### config.mk
export PLATFORM = sky130hd
export DESIGN_NAME = growl_phase_seq
export DESIGN_NICKNAME = d
export VERILOG_FILES = /design/src/rtl/growl_phase_seq.sv
export SDC_FILE = /design/constraint.sdc
export NUM_CORES = 1
export LEC_CHECK = 0
export CORE_MARGIN = 2
export CORE_UTILIZATION = 51
export CTS_BUF_LIST = sky130_fd_sc_hd__clkbuf_8
export DETAILED_ROUTE_END_ITERATION = 8
export PLACE_DENSITY = 0.87
export REMOVE_ABC_BUFFERS = 1
export SETUP_SLACK_MARGIN = 0.1
export SLEW_MARGIN = 20
export SYNTH_ARGS = -nofsm -noshare
export SYNTH_HDL_FRONTEND = slang
export SYNTH_SLANG_ARGS = --single-unit
### constraint.sdc
create_clock -name clk -period 2.7 [get_ports clk]
set_clock_uncertainty 0.1 [all_clocks]
set_input_delay 0.54 -clock clk [delete_from_list [all_inputs] [get_ports clk]]
set_output_delay 0.54 -clock clk [all_outputs]
set_load 0.01 [all_outputs]
### src/rtl/growl_phase_seq.sv
// Multi-cycle phase sequencer for the growl AVR core: phase counting, mem-ready waits, skips.
// Define GROWL_IRQ_SEQ_EN to build the interrupt-entry sequence (IRQ state, irq_req/irq_ack).

module growl_phase_seq #(
    parameter int unsigned PHASE_W  = 3,
    parameter int unsigned WAIT_MAX = 15
) (
    input  logic               clk,
    input  logic               rst_n,
    input  logic [15:0]        inst_i,
    input  logic               inst_valid_i,
    input  logic               mem_ready_i,
    input  logic               skip_req_i,
    input  logic               flush_i,
    input  logic               irq_req_i,
    output logic [PHASE_W-1:0] phase_o,
    output logic               last_phase_o,
    output logic               pc_stall_o,
    output logic               discard_o,
    output logic               busy_o,
    output logic               bus_err_o,
    output logic               irq_ack_o
);

    localparam int unsigned WAIT_W = (WAIT_MAX < 1) ? 1 : $clog2(WAIT_MAX + 1);

    typedef enum logic [1:0] {IDLE, EXEC, SKIP, IRQ} state_e;

    // Phase count minus one for the instruction word at fetch.
    function automatic logic [1:0] decode_last(input logic [15:0] w);
        logic [1:0] r;
        r = 2'd0;
        if (w == 16'h9508 || w == 16'h9518)                          r = 2'd3;
        else if (w == 16'h9509 || w == 16'h95C8)                     r = 2'd2;
        else if (w[15:9] == 7'b1001010 && w[3:1] == 3'b111)          r = 2'd3;
        else if (w[15:9] == 7'b1001010 && w[3:1] == 3'b110)          r = 2'd2;
        else if (w[15:12] == 4'b1101)                                r = 2'd2;
        else if (w[15:9] == 7'b1001000 && w[3:1] == 3'b010)          r = 2'd2;
        else if (w[15:9] == 7'b1001011)                              r = 2'd1;
        else if (w[15:10] == 6'b100100 &&
                 (w[3:0] == 4'b0000 || w[3:2] == 2'b11 ||
                  (w[3:2] == 2'b00 && w[0]) || w[3:0] == 4'b0010))   r = 2'd1;
        else if (w[15:14] == 2'b10 && !w[12])                        r = 2'd1;
        return r;
    endfunction

    function automatic logic decode_two(input logic [15:0] w);
        return (w[15:9] == 7'b1001010 && w[3:2] == 2'b11) ||
               (w[15:10] == 6'b100100 && w[3:0] == 4'b0000);
    endfunction

    state_e             state_q, state_d;
    logic [PHASE_W-1:0] phase_q, phase_d;
    logic [1:0]         n_last_q, n_last_d;
    logic               w2_q, w2_d;
    logic [1:0]         skip_cnt_q, skip_cnt_d;
    logic [WAIT_W-1:0]  wait_cnt_q, wait_cnt_d;

    logic exec_last_c, irq_last_c, timeout_c, skip_done_c, irq_go_c, launch_c;

    assign exec_last_c = (state_q == EXEC) && (phase_q == PHASE_W'(n_last_q));
    assign irq_last_c  = (state_q == IRQ) && (phase_q == PHASE_W'(2'd3));
    assign timeout_c   = (state_q == EXEC) && (wait_cnt_q == WAIT_W'(WAIT_MAX));
    assign skip_done_c = (state_q == SKIP) && (skip_cnt_q == (w2_q ? 2'd2 : 2'd1));

`ifdef GROWL_IRQ_SEQ_EN
    logic flush_pend_q, flush_pend_d;
    assign irq_go_c = irq_req_i;
`else
    logic unused_irq_req;
    assign unused_irq_req = irq_req_i;
    assign irq_go_c       = 1'b0;
`endif

    // Next-state logic; flush overrides everything except an interrupt entry in flight.
    always_comb begin
        state_d    = state_q;
        phase_d    = phase_q;
        n_last_d   = n_last_q;
        w2_d       = w2_q;
        skip_cnt_d = skip_cnt_q;
        wait_cnt_d = wait_cnt_q;
        launch_c   = 1'b0;
`ifdef GROWL_IRQ_SEQ_EN
        flush_pend_d = flush_pend_q;
`endif
        case (state_q)
            IDLE: launch_c = inst_valid_i;
            EXEC: begin
                if (timeout_c) begin
                    state_d    = IDLE;
                    phase_d    = '0;
                    wait_cnt_d = '0;
                end else if (!mem_ready_i) begin
                    wait_cnt_d = wait_cnt_q + WAIT_W'(1);
                end else begin
                    wait_cnt_d = '0;
                    if (!exec_last_c) begin
                        phase_d = phase_q + PHASE_W'(1);
                    end else if (skip_req_i) begin
                        state_d    = SKIP;
                        phase_d    = '0;
                        skip_cnt_d = '0;
                    end else if (irq_go_c) begin
                        state_d = IRQ;
                        phase_d = '0;
                    end else if (inst_valid_i) begin
                        launch_c = 1'b1;
                    end else begin
                        state_d = IDLE;
                        phase_d = '0;
                    end
                end
            end
            SKIP: begin
                if (skip_done_c) begin
                    if (irq_go_c) begin
                        state_d = IRQ;
                        phase_d = '0;
                    end else if (inst_valid_i) begin
                        launch_c = 1'b1;
                    end else begin
                        state_d = IDLE;
                    end
                end else if (inst_valid_i) begin
                    skip_cnt_d = skip_cnt_q + 2'd1;
                    if (skip_cnt_q == 2'd0) begin
                        w2_d = decode_two(inst_i);
                    end
                end
            end
`ifdef GROWL_IRQ_SEQ_EN
            // A flush seen during the vector sequence is held until phase 3 completes.
            IRQ: begin
                if (irq_last_c) begin
                    phase_d      = '0;
                    flush_pend_d = 1'b0;
                    if (!flush_i && !flush_pend_q && inst_valid_i) begin
                        launch_c = 1'b1;
                    end else begin
                        state_d = IDLE;
                    end
                end else begin
                    phase_d      = phase_q + PHASE_W'(1);
                    flush_pend_d = flush_pend_q | flush_i;
                end
            end
`endif
            default: begin
                state_d = IDLE;
                phase_d = '0;
            end
        endcase

        if (launch_c) begin
            state_d    = EXEC;
            phase_d    = '0;
            wait_cnt_d = '0;
            n_last_d   = decode_last(inst_i);
        end
        if (flush_i && state_q != IRQ) begin
            state_d    = IDLE;
            phase_d    = '0;
            wait_cnt_d = '0;
            skip_cnt_d = '0;
        end
    end

    always_ff @(posedge clk or negedge rst_n) begin
        if (!rst_n) begin
            state_q    <= IDLE;
            phase_q    <= '0;
            n_last_q   <= '0;
            w2_q       <= 1'b0;
            skip_cnt_q <= '0;
            wait_cnt_q <= '0;
        end else begin
            state_q    <= state_d;
            phase_q    <= phase_d;
            n_last_q   <= n_last_d;
            w2_q       <= w2_d;
            skip_cnt_q <= skip_cnt_d;
            wait_cnt_q <= wait_cnt_d;
        end
    end

`ifdef GROWL_IRQ_SEQ_EN
    always_ff @(posedge clk or negedge rst_n) begin
        if (!rst_n) begin
            flush_pend_q <= 1'b0;
        end else begin
            flush_pend_q <= flush_pend_d;
        end
    end
    assign irq_ack_o = irq_last_c;
`else
    assign irq_ack_o = 1'b0;
`endif

    assign phase_o      = phase_q;
    assign last_phase_o = exec_last_c || irq_last_c;
    assign pc_stall_o   = ((state_q == EXEC) && (!exec_last_c || !mem_ready_i)) || (state_q == IRQ);
    assign discard_o    = (state_q == SKIP) && !skip_done_c;
    assign busy_o       = (state_q != IDLE);
    assign bus_err_o    = timeout_c;

endmodule

==> out/metrics.yaml <==
synthesis:
  synth_cell_types: 56
  synth-simple-area-share_pct: 25.5
  synth_area_leaders: "dfrtp_1, ha_1, inv_1, nand2_1, nor2_1"
  syn_avg_cell_area_um2: 8.61
  synth-xor-area-share_pct: 1.97
  yosys.area.top_type: "dfrtp_1"
  synthesis.area_um2: 1340
  synthArstFlopShare_pct: 100
  netlist.area_leader.share_pct: 26.2
  syn_inst: 155
  synth_top_flop_cell: "dfrtp_1"
  synth-compound-area-share_pct: 25.3
  seq_area_frac_synth_pct: 26.2
  synth_fa_ha_area_share_pct: 10.3
  yosys_warnings: 0
  ys_ff_latch: 14
  muxShareOfSynthArea_pct: 4.78
  synth_top_family_by_area: "simple AND/OR/NAND/NOR gates"
  synth_edf_count: 0
floorplanning:
  die_height_um: 55.2
  core_area_um2: 2480
  io_pins: 32
  die_area_um2: 3040
  rows: 18
  start_util_pct: 53.9
  fp.dieW_um: 55.2
critical_path:
  crit_required_ns: 2.06
  path_class: "register to output pin"
  crit_fanout: 10
  crit_chain: "inv_2 > ha_4 > and2_1 > clkdlybuf4s50_1"
  endpoint_kind: "output pin"
  r2r-end: "phase_o[1]$_DFFE_PN0P_"
  startpoint_type: "register"
  cp.arrival_ns: 1.90
  crit_path_top_delay_cell: "clkdlybuf4s50_1"
  r2r_slack_ns: 0.22
  cp_slowest_stage_delay_ns: 0.55
  r2r_cells: 6
  r2r_start: "state_q[0]$_DFFE_PN0P_"
sta:
  timing.final.crit_period_ns: 2.54
  layout_setup_ws_ns: 0.157
  hold_violations: 0
  fin_crit_sh_pct: 94.2
  worstMarginPinSlew_ns: 0.657
  max_freq_mhz: 393
  grt_setup_unrepaired: "true"
  tns_ns: 0
  timing.max_slew.rel_slack_pct: 56.1
  drv_slew: 0
  setup_violations: 0
clock_network:
  h-tree-depth: 1
  hold_buffers: 0
  cts_buffer_depth: 2
  clk-insertion-delay-late_ns: 0.25
  numCtsBuffers: 3
  cts_tree: "yes"
  cts-root-buf: "clkbuf_8"
  clk_pin_slew_ns: 0.06
  cts_sinks: 14
final_layout:
  drive_gt1_share_pct: 12.7
  layout_common_cells: "clkdlybuf4s50_1, dfrtp_1, inv_1"
  final_common_cell: "clkdlybuf4s50_1"
  n_antenna_cell: 0
  area_growth_pct: 32.7
  nets: 224
  fill_cells: 194
route:
  wire_per_inst_um: 16.0
  drtIter0Drc: 33
  drc_errors: 0
  drt-total-wl_um: 3510
  vias_per_cell: 6.33
  vias: 1387
  final_antenna_net_count: 0
  firstDrtPassIters: 4
min_path:
  holdCritPathClass: "register to register"
  whs_path_depth: 1
  worstHoldStart: "wait_cnt_q[1]$_DFFE_PN0P_"
  hold_path_end: "wait_cnt_q[1]$_DFFE_PN0P_"
grt:
  grt_first_pass_wirelength_um: 5660
  grt_use_total_pct: 26.6
  grt_pass1_vias: 1346
  antenna_found_initial: 0
  grt_max_degree: 15
  grt.overflow.total: 0
placement:
  dp_slack_ns: 0.153
  gp_congestion: 0.919
  hpwl_um: 2710
  io_buffers: 29
power:
  ir_drop_mv: 0.281
  powerDensity_nw_per_um2: 365
  fin_total_pwr_mw: 0.647
  power_leakage_nw: 0.770
outcome:
  status: "complete, no violations"
flow_run:
  max_cap_violations: 0
metal layers:
layer | wire length, um | global-route usage, %
met5 | 0 | 0
met4 | 117 | 18.3
met3 | 260 | 5.38
met2 | 1810 | 48.8
met1 | 1310 | 26.8
cell usage after synthesis (2+ instances only):
master / instances
a21oi_1: 7
o21bai_1: 2
nor2b_1: 2
nand4_1: 2
and3_1: 3
nor3_1: 2
mux2_2: 2
xor2_1: 2
o32ai_1: 2
clkbuf_1: 4
ha_1: 11
nor3b_1: 4
mux2i_1: 3
nand2_1: 11
or2_2: 2
o22ai_1: 4
o32a_1: 2
and2_1: 2
a31o_2: 2
or4_1: 2
and3b_1: 2
inv_1: 14
nor2_1: 11
nand2b_1: 4
o21ai_0: 4
a22o_1: 2
o211ai_1: 3
a41oi_1: 2
dfrtp_1: 14
a31oi_1: 2
cell type report:
class / instances / area [um^2] / area share [%]
Timing Repair Buffer: 35 / 335 / 18.9
Multi-Input combinational cell: 122 / 941 / 53.1
Tap cell: 30 / 37.5 / 2.12
Clock buffer: 4 / 55.1 / 3.11
Inverter: 14 / 52.6 / 2.97
Sequential cell: 14 / 350 / 19.8
flip-flops by register name, summed over array words and instances (netlist names):
register / count
phase_o: 3
w2_q: 1
state_q: 2
n_last_q: 2
skip_cnt_q: 2
wait_cnt_q: 4
cell families after synthesis:
family,count (synthesis)
fa+ha+maj,11
flops,14
compound gates,45
simple gates,56
other cells,1
buf+inv,19
mux,6
xor+xnor,3
power breakdown:
part | switching [mW] | internal [mW] | total, mW
Combinational | 0.102 | 0.103 | 0.205
Clock | 0.0821 | 0.129 | 0.212
Sequential | 0.0125 | 0.218 | 0.230
Total | 0.197 | 0.451 | 0.647
per-stage QoR:
| stage | hold slack (ns) | instances | cell area, um^2 | utilization (%) |
|---|---|---|---|---|
| 5_1_grt | 0.451 | 219 | 1770 | 71.5 |
| 4_1_cts | 0.427 | 218 | 1740 | 70.3 |
| 3_5_place_dp | 0.412 | 214 | 1680 | 67.7 |
| 6_report | 0.424 | 219 | 1770 | 71.5 |
| 3_3_place_gp | 0.400 | 214 | 1680 | 67.7 |
| 2_1_floorplan | 0.144 | 150 | 1310 | - |
how the worst max path moves through the flow:
stage	startpoint	to	depth (start not counted)
4_1_cts	state_q[0]$_DFFE_PN0P_	discard_o	4
2_1_floorplan	state_q[0]$_DFFE_PN0P_	phase_o[1]$_DFFE_PN0P_	6
6_report	state_q[0]$_DFFE_PN0P_	discard_o	4
3_5_place_dp	inst_valid_i	phase_o[1]$_DFFE_PN0P_	5
5_1_grt	state_q[1]$_DFFE_PN0P_	pc_stall_o	5
3_3_place_gp	mem_ready_i	pc_stall_o	4
critical path, delay by kind of cell, from the launching register on:
family	cells	cell delay, ns
buffers and inverters	2	0.75
flip-flops	1	0.50
adder cells (fa/ha/maj)	1	0.22
AND/OR/NAND/NOR	1	0.18
timing repair:
item                                    4_1_cts  5_1_grt
hold endpoints to repair                      0        0
pin swaps                                     0        1
buffers inserted                              0        1
resized for setup                             2        5
endpoints found under the setup margin        3        7
Note: power is estimated with default switching activity, not from simulation.
